[src/rtl/mult_arbiter.sv]
// mult_arbiter: round-robin sequencer sharing one sequential multiplier core among NREQ requesters.
// Define MULT_ARB_TIMEOUT_EN to abort a WAIT that exceeds TIMEOUT cycles (rsp_err, result=0).

module mult_arbiter_lane #(
    parameter int IDX = 0,
    parameter int IW  = 2
) (
    input  logic          hold,
    input  logic          resp,
    input  logic          err,
    input  logic [IW-1:0] sel,
    output logic          gnt,
    output logic          rsp_valid,
    output logic          rsp_err
);
    logic hit;

    assign hit       = (sel == IW'(IDX));
    assign gnt       = hit & hold;
    assign rsp_valid = hit & resp;
    assign rsp_err   = hit & resp & err;
endmodule

module mult_arbiter #(
    parameter int WIDTH   = 8,
    parameter int NREQ    = 4,
    parameter int TIMEOUT = 64
) (
    input  logic                    clk,
    input  logic                    rst_n,
    input  logic [NREQ-1:0]         req,
    input  logic [NREQ*WIDTH-1:0]   opa_flat,
    input  logic [NREQ*WIDTH-1:0]   opb_flat,
    output logic [NREQ-1:0]         gnt,
    output logic [NREQ-1:0]         rsp_valid,
    output logic [NREQ-1:0]         rsp_err,
    output logic [2*WIDTH-1:0]      result,
    output logic                    busy,
    output logic                    mult_start,
    output logic [WIDTH-1:0]        mult_a,
    output logic [WIDTH-1:0]        mult_b,
    input  logic                    mult_done,
    input  logic [2*WIDTH-1:0]      mult_res
);
    localparam int IW = (NREQ > 1) ? $clog2(NREQ) : 1;

    typedef enum logic [1:0] {IDLE, START, WAIT, RESP} state_t;

    typedef struct packed {
        logic [WIDTH-1:0] a;
        logic [WIDTH-1:0] b;
    } opnd_t;

    state_t               state, state_nx;
    opnd_t [NREQ-1:0]     ops;
    logic  [IW-1:0]       ptr, sel, pick, cand;
    logic  [IW:0]         sum;
    logic                 pick_ok;
    logic                 tmo;
    logic                 err_q;

    if (TIMEOUT < 2) begin : g_timeout_too_small
    end

    for (genvar i = 0; i < NREQ; i++) begin : g_lane
        assign ops[i].a = opa_flat[i*WIDTH +: WIDTH];
        assign ops[i].b = opb_flat[i*WIDTH +: WIDTH];

        mult_arbiter_lane #(.IDX(i), .IW(IW)) u_lane (
            .hold      (busy),
            .resp      (state == RESP),
            .err       (err_q),
            .sel       (sel),
            .gnt       (gnt[i]),
            .rsp_valid (rsp_valid[i]),
            .rsp_err   (rsp_err[i])
        );
    end

    // Walk downward so the lowest cyclic offset from ptr wins.
    always_comb begin
        pick    = ptr;
        pick_ok = 1'b0;
        sum     = '0;
        cand    = '0;
        for (int k = NREQ - 1; k >= 0; k--) begin
            sum = {1'b0, ptr} + (IW+1)'(k);
            if (sum >= (IW+1)'(NREQ))
                sum = sum - (IW+1)'(NREQ);
            cand = sum[IW-1:0];
            if (req[cand]) begin
                pick    = cand;
                pick_ok = 1'b1;
            end
        end
    end

    always_ff @(posedge clk or negedge rst_n) begin
        if (!rst_n) state <= IDLE;
        else        state <= state_nx;
    end

    always_comb begin
        state_nx = state;
        unique case (state)
            IDLE:    if (pick_ok) state_nx = START;
            START:   state_nx = WAIT;
            WAIT:    if (mult_done || tmo) state_nx = RESP;
            RESP:    state_nx = IDLE;
            default: state_nx = IDLE;
        endcase
    end

    assign busy       = (state != IDLE);
    assign mult_start = (state == START);

    always_ff @(posedge clk or negedge rst_n) begin
        if (!rst_n) begin
            ptr    <= '0;
            sel    <= '0;
            mult_a <= '0;
            mult_b <= '0;
            result <= '0;
        end else begin
            case (state)
                IDLE: if (pick_ok) begin
                    sel    <= pick;
                    mult_a <= ops[pick].a;
                    mult_b <= ops[pick].b;
                end
                WAIT: begin
                    if (mult_done) result <= mult_res;
                    else if (tmo)  result <= '0;
                end
                RESP: ptr <= (sel == IW'(NREQ - 1)) ? '0 : sel + 1'b1;
                default: ;
            endcase
        end
    end

`ifdef MULT_ARB_TIMEOUT_EN
    localparam int CW = $clog2(TIMEOUT) + 1;
    logic [CW-1:0] tcnt;

    assign tmo = (state == WAIT) && !mult_done && (tcnt == CW'(TIMEOUT - 1));

    always_ff @(posedge clk or negedge rst_n) begin
        if (!rst_n) begin
            tcnt  <= '0;
            err_q <= 1'b0;
        end else begin
            if (state == START)     tcnt <= '0;
            else if (state == WAIT) tcnt <= tcnt + 1'b1;
            if (state == WAIT && state_nx == RESP)
                err_q <= tmo;
        end
    end
`else
    assign tmo   = 1'b0;
    assign err_q = 1'b0;
`endif
endmodule

[config.mk]
export PLATFORM = sky130hd
export DESIGN_NAME = mult_arbiter
export DESIGN_NICKNAME = d
export VERILOG_FILES = /design/src/rtl/mult_arbiter.sv
export SDC_FILE = /design/constraint.sdc
export NUM_CORES = 1
export LEC_CHECK = 0
export CAP_MARGIN = 10
export CORE_UTILIZATION = 39
export DETAILED_ROUTE_END_ITERATION = 8
export GPL_ROUTABILITY_DRIVEN = 0
export PLACE_DENSITY = 0.87
export SETUP_SLACK_MARGIN = 0.1
export SYNTH_ARGS = -nofsm -noshare
export SYNTH_HDL_FRONTEND = slang
export SYNTH_SLANG_ARGS = --single-unit
[constraint.sdc]
create_clock -name clk -period 2.4 [get_ports clk]
set_input_delay 0.36 -clock clk [delete_from_list [all_inputs] [get_ports clk]]
set_output_delay 0.36 -clock clk [all_outputs]
set_load 0.1 [all_outputs]
==> flow_metrics.py <==
metrics = {
    "run_status": {
        "status": "finished, final reports clean",
    },
    "global_route": {
        "grt_first_pass_wirelength_mm": 10.3,
        "grt_pass1_vias": 2190,
        "grtUsageTotal_pct": 21.1,
        "gr-total-overflow": 0,
        "grt_max_degree": 39,
        "antenna_found_initial": 0,
    },
    "cells_and_area": {
        "num-nets-final": 427,
        "final_cell_mix": "clkdlybuf4s50_1 (85), buf_4 (42), dfrtp_1 (38)",
        "seq_area_um2": 951,
        "final_common_cell": "clkdlybuf4s50_1",
        "multi_input_area_um2": 1260,
        "fill_cells": 480,
        "synthToLayoutAreaGrowth_pct": 56.3,
        "diodes": 0,
        "drive_gt1_share_pct": 30.4,
    },
    "sta": {
        "drv_slew": 0,
        "hold_viol": 0,
        "min_period_ps": 2080,
        "tightest_slew_ps": 877,
        "maxSlewHeadroom_pct": 41.5,
        "finClkSkew_ps": 10.0,
        "setup_viol": 0,
        "setup_ws_ps": 322,
        "max_freq_mhz": 481,
        "period_share_pct": 86.6,
        "rsz0062_at_grt": "no",
    },
    "floorplan": {
        "die-height_um": 80.4,
        "dieArea_um2": 6470,
        "die_w_um": 80.4,
        "ioPinCount": 133,
        "initial_utilization_pct": 40.5,
        "core-area_um2": 5920,
        "row_count": 28,
    },
    "synthesis": {
        "yosys_warnings": 0,
        "synthCells": 209,
        "synthArstFlopShare_pct": 100,
        "syn_area_um2": 2400,
        "ys.flop_type": "dfrtp_1",
        "synth-seq-area-share_pct": 39.6,
        "synthTopCellsByArea": "dfrtp_1 (40%), a211oi_2 (10%), mux2_2 (8.4%)",
        "postSynthAreaPerCell_um2": 11.5,
        "synth.distinct_cells": 34,
        "synth-seq-cells": 38,
        "yosysTopAreaCellShare_pct": 39.6,
        "synth_area_leader_cell": "dfrtp_1",
        "synth_edf_count": 0,
    },
    "clock_tree": {
        "clk_root_buffer_cell": "clkbuf_8",
        "cts_sinks": 38,
        "cts_tree": "yes",
        "clk_pin_slew_ps": 80,
        "htreeDepth": 2,
        "insertion_delay_ps": 290,
        "cts_hold_buf": 0,
        "cts-buffers-inserted": 5,
        "cts_buffer_depth": 2,
        "ctsResizeCount": 0,
    },
    "detailed_routing": {
        "drt_iter0_drc": 47,
        "first_pass_iters": 4,
        "ant_nets": 0,
        "vias": 2087,
        "finalWirelength_mm": 6.58,
        "drt-vias-per-instance": 5.13,
        "drcViolationCount": 0,
        "avgRoutedWirePerCell_um": 16.2,
    },
    "critical_path": {
        "critical_path_class": "input port to flop",
        "worstPathRequired_ps": 2590,
        "critPathMaxFanout": 16,
        "cp-end-kind": "flop",
        "cpMostUsedCell": "a211oi_1",
        "critPathArrivalTime_ps": 2270,
        "crit_chain": "clkdlybuf4s50_1, nor4_1, buf_4, nand2b_1, a21o_1, buf_12, a211oi_1, a211oi_1",
        "cpPeakStageDelay_ps": 500,
        "critPathSlowestCell": "clkdlybuf4s50_1",
        "cp-start-kind": "input port",
    },
    "run": {
        "maxCapViolCount": 0,
    },
    "place": {
        "port_buffers": 128,
        "place_ws_ps": -272,
        "dp_hpwl_mm": 5.07,
    },
    "worst_hold_path": {
        "hp-class": "input port to asynchronous set/reset pin",
    },
}
==> Yosys cell counts, types with 5 or more instances <==
cell and count:
dfrtp_1 38, inv_1 5, a211oi_2 20, buf_4 12
ha_1 8, mux2i_1 16, nor2b_1 8, mux2_2 18
a211oi_1 12, nor2_1 20, a21boi_0 16
==> final timing paths <==
path | slack (ps) | start | to | cells past startpoint
min in group clk | 510 | result[4]$_DFFE_PN0P_ | result[4]$_DFFE_PN0P_ | 1
max in group asynchronous | 1660 | rst_n | sel[0]$_DFFE_PN0P_ | 1
max | 320 | req[0] | mult_b[4]$_DFFE_PN0P_ | 8
max reg2reg | 390 | state[1]$_DFFE_PN0P_ | mult_b[4]$_DFFE_PN0P_ | 7
min reg2reg | 510 | result[4]$_DFFE_PN0P_ | result[4]$_DFFE_PN0P_ | 1
min | 190 | rst_n | mult_b[7]$_DFFE_PN0P_ | 1
==> timing repair <==
action | in CTS | in global routing
buffers inserted | 1 | 0
setup endpoints to repair | 16 | 0
endpoints found under the hold margin | 0 | 0
==> cell type report <==
class / instances / share of cell area [%]
well taps: 75 / 2.50
clock buffers: 6 / 2.20
inverters: 5 / 0.601
repair buffers: 135 / 35.0
clock inverters: 1 / 0.801
flip-flops and latches: 38 / 25.4
multi-input cells: 147 / 33.6
==> sequential cells by signal, indices dropped and copies added (netlist names) <==
name    cells
mult_a      8
mult_b      8
ptr         2
result     16
sel         2
state       2
==> worst max-delay path: cells and delay by family <==
family                 cells  cell delay (ps)
buffers and inverters      3              870
and+or+nand+nor            2              550
AOI/OAI and AO/OA          3              480
==> through the flow <==
stage / cell area, um^2 / TNS (ps) / hold slack [ps] / std cells / utilization, %
CTS: 3750 / 0 / 205 / 407 / 63.3
floorplan: 2420 / 0 / 64.4 / 212 / -
finish: 3750 / 0 / 188 / 407 / 63.3
global route: 3750 / 0 / 238 / 407 / 63.3
global placement: 3630 / -2470 / 488 / 399 / 61.3
detailed placement: 3630 / -3800 / 496 / 399 / 61.3
==> layer usage <==
metal | global-route usage, % | up-vias | share of wire (%)
met3 | 4.55 | 15 | 4.5
met1 | 22.4 | 1019 | 39
met2 | 39.7 | 72 | 54
met4 | 8.75 | 0 | 2.5
met5 | 0 | - | 0
li1 | - | 981 | -
==> cells by family after synthesis <==
| kind of cell | share of synthesized area (%) |
|---|---|
| buf+inv | 8.71 |
| fa+ha+maj | 4.17 |
| other cells | 0.156 |
| mux | 15.1 |
| simple gates | 8.92 |
| flops | 39.6 |
| compound gates | 23.3 |
Power is not shown: default switching activity piles up to over one toggle a cycle in this logic, so the estimate is an artifact.
==> RTL change: new RTL, same flow settings <==
The 4 states of `state_t` get a one-hot encoding in 4 bits.
--- a/src/rtl/mult_arbiter.sv
+++ b/src/rtl/mult_arbiter.sv
@@ -44,7 +44,7 @@
 );
     localparam int IW = (NREQ > 1) ? $clog2(NREQ) : 1;
 
-    typedef enum logic [1:0] {IDLE, START, WAIT, RESP} state_t;
+    typedef enum logic [3:0] {IDLE = 4'b0001, START = 4'b0010, WAIT = 4'b0100, RESP = 4'b1000} state_t;
 
     typedef struct packed {
         logic [WIDTH-1:0] a;
Formal check against the unedited RTL: no difference found for any inputs over 10 cycles, from zero or initial values and one cycle with rst_n low; not proved beyond that.
==> RTL change against the original RTL <==
- clock skew down 2.9 ps
- sequential cell count up 2
- critical path type is now flop to output port
- routed wire length down 9.0%
- worst setup slack worse by 140 ps
- sequential share of layout area up 1.5 points
- final area down 0.47%
- synthesized area down 5.3%
Power is left out: the tool's default activity adds up to more than one toggle a clock period on the data nets, which glitch-free logic cannot reach.
==> RTL change: results (changes against the original RTL) <==
largest net degree at the start of global routing 41 (+5.1%); DR WL met2 3240 um (-9.2%); post-CTS setup buffers 0 (-1); Crit-path slowest cell dfstp_2; routed via count 2101 (+0.67%); total grt overflow 0 (unchanged); Crit Path Max Fanout 5 (-11); Synth Area in Adders 0.0220 (-0.0197); top routing layer in use met4; M2 GR Usage 0.370 (-0.0264); GRT Util Overall 0.203 (-0.00826); final hold slack 179 ps (-8.42 ps); Synth area leaders dfrtp_1, mux2i_1, nand2_1; reg2reg setup slack 260 ps (-130 ps); slowest stage delay, CP 550 ps (+50 ps); mux share of post-synthesis cell area 0.151 (-0.000401); Routed WL per cell 14.1 um (-13%); final setup skew 7.14 ps (-2.88 ps); H-tree depth 2 (unchanged); first-pass GRT wire length 9670 um (-5.8%); crit path capture gnt[0]; antenna violations before repair 0 (unchanged); outcome complete, no violations; crit path launch type flop; FF-to-FF Start state[0]$_DFFE_PN1P_; area share of the largest cell type after synthesis 0.429 (+0.0330); Critical Path AT 1860 ps (-410 ps); clock buffer count from CTS 5 (unchanged); Worst Reg-to-Reg Cells 5 (-2); Port Buffers 128 (unchanged); Critical R2R Capture mult_b[6]$_DFFE_PN0P_; prevailing post-synth register cell dfrtp_1; Post-Place Worst Slack 49.4 ps (+321 ps); Synth Warn # 0 (unchanged); GR Util met3 0.0453 (-0.000106); cts repair resizes 1 (+1); max_slew headroom 0.417 (+0.00182); Nets 443 (+3.7%); Post-synth top cells nand2_1, dfrtp_1, mux2i_1; Synth Area in XOR/XNOR 0.00385 (+0.00385); sequential area share after synthesis 0.441 (+0.0446); Starting Density 0.408 (+0.00253); GRT met1 Usage 0.222 (-0.00230); routed wl met3 314 um (+6.8%); post-synthesis compound-gate area fraction 0.114 (-0.119); HPWL after detailed placement 4740 um (-6.6%); DRT met1 WL 2230 um (-12%); layout cell share with drive strength beyond 1 0.215 (-0.0889); Clk Latency, worst-skew pair 290 ps (about the same); PnR worst setup slack 183 ps (-139 ps); TritonRoute pass-1 iters 4 (unchanged); initial drt markers 125 (+170%); Hold WC Path Type input pin to asynchronous set/reset pin
==> RTL change: cell count changes in the layout (fill, tap and decap cells not counted), sizes merged, moves of 3 or more <==
cell    before  now
nand2        4   68
a211oi      32    0
nor2        20    2
o221ai       0   17
mux2        18    2
mux2i       16   32
a21boi      16    1
ha           8    4
and2         5    8
nor2b        8    5
==> RTL change: per-stage QoR <==
stage,area (um^2),std cells,utilization
floorplan,2290,230,-
global placement,3600,416,0.646
detailed placement,3600,416,0.646
CTS,3720,424,0.668
global route,3730,425,0.670
finish,3730,425,0.670
==> RTL change: worst max-delay path: cells and delay by family (launching register included) <==
kind / cells / cell delay (ps)
AND/OR/NAND/NOR: 3 / 830
buffers and inverters: 1 / 170
flip-flops: 1 / 550
==> RTL change: layout make-up <==
type / count / area, um^2
clock buffer: 6 / 82.6
timing repair buffer: 137 / 1390
sequential: 40 / 1000
multi-input combinational: 164 / 1110
clock inverter: 2 / 38.8
fill: 480 / 1840
inverter: 4 / 15.0
tap: 72 / 90.1
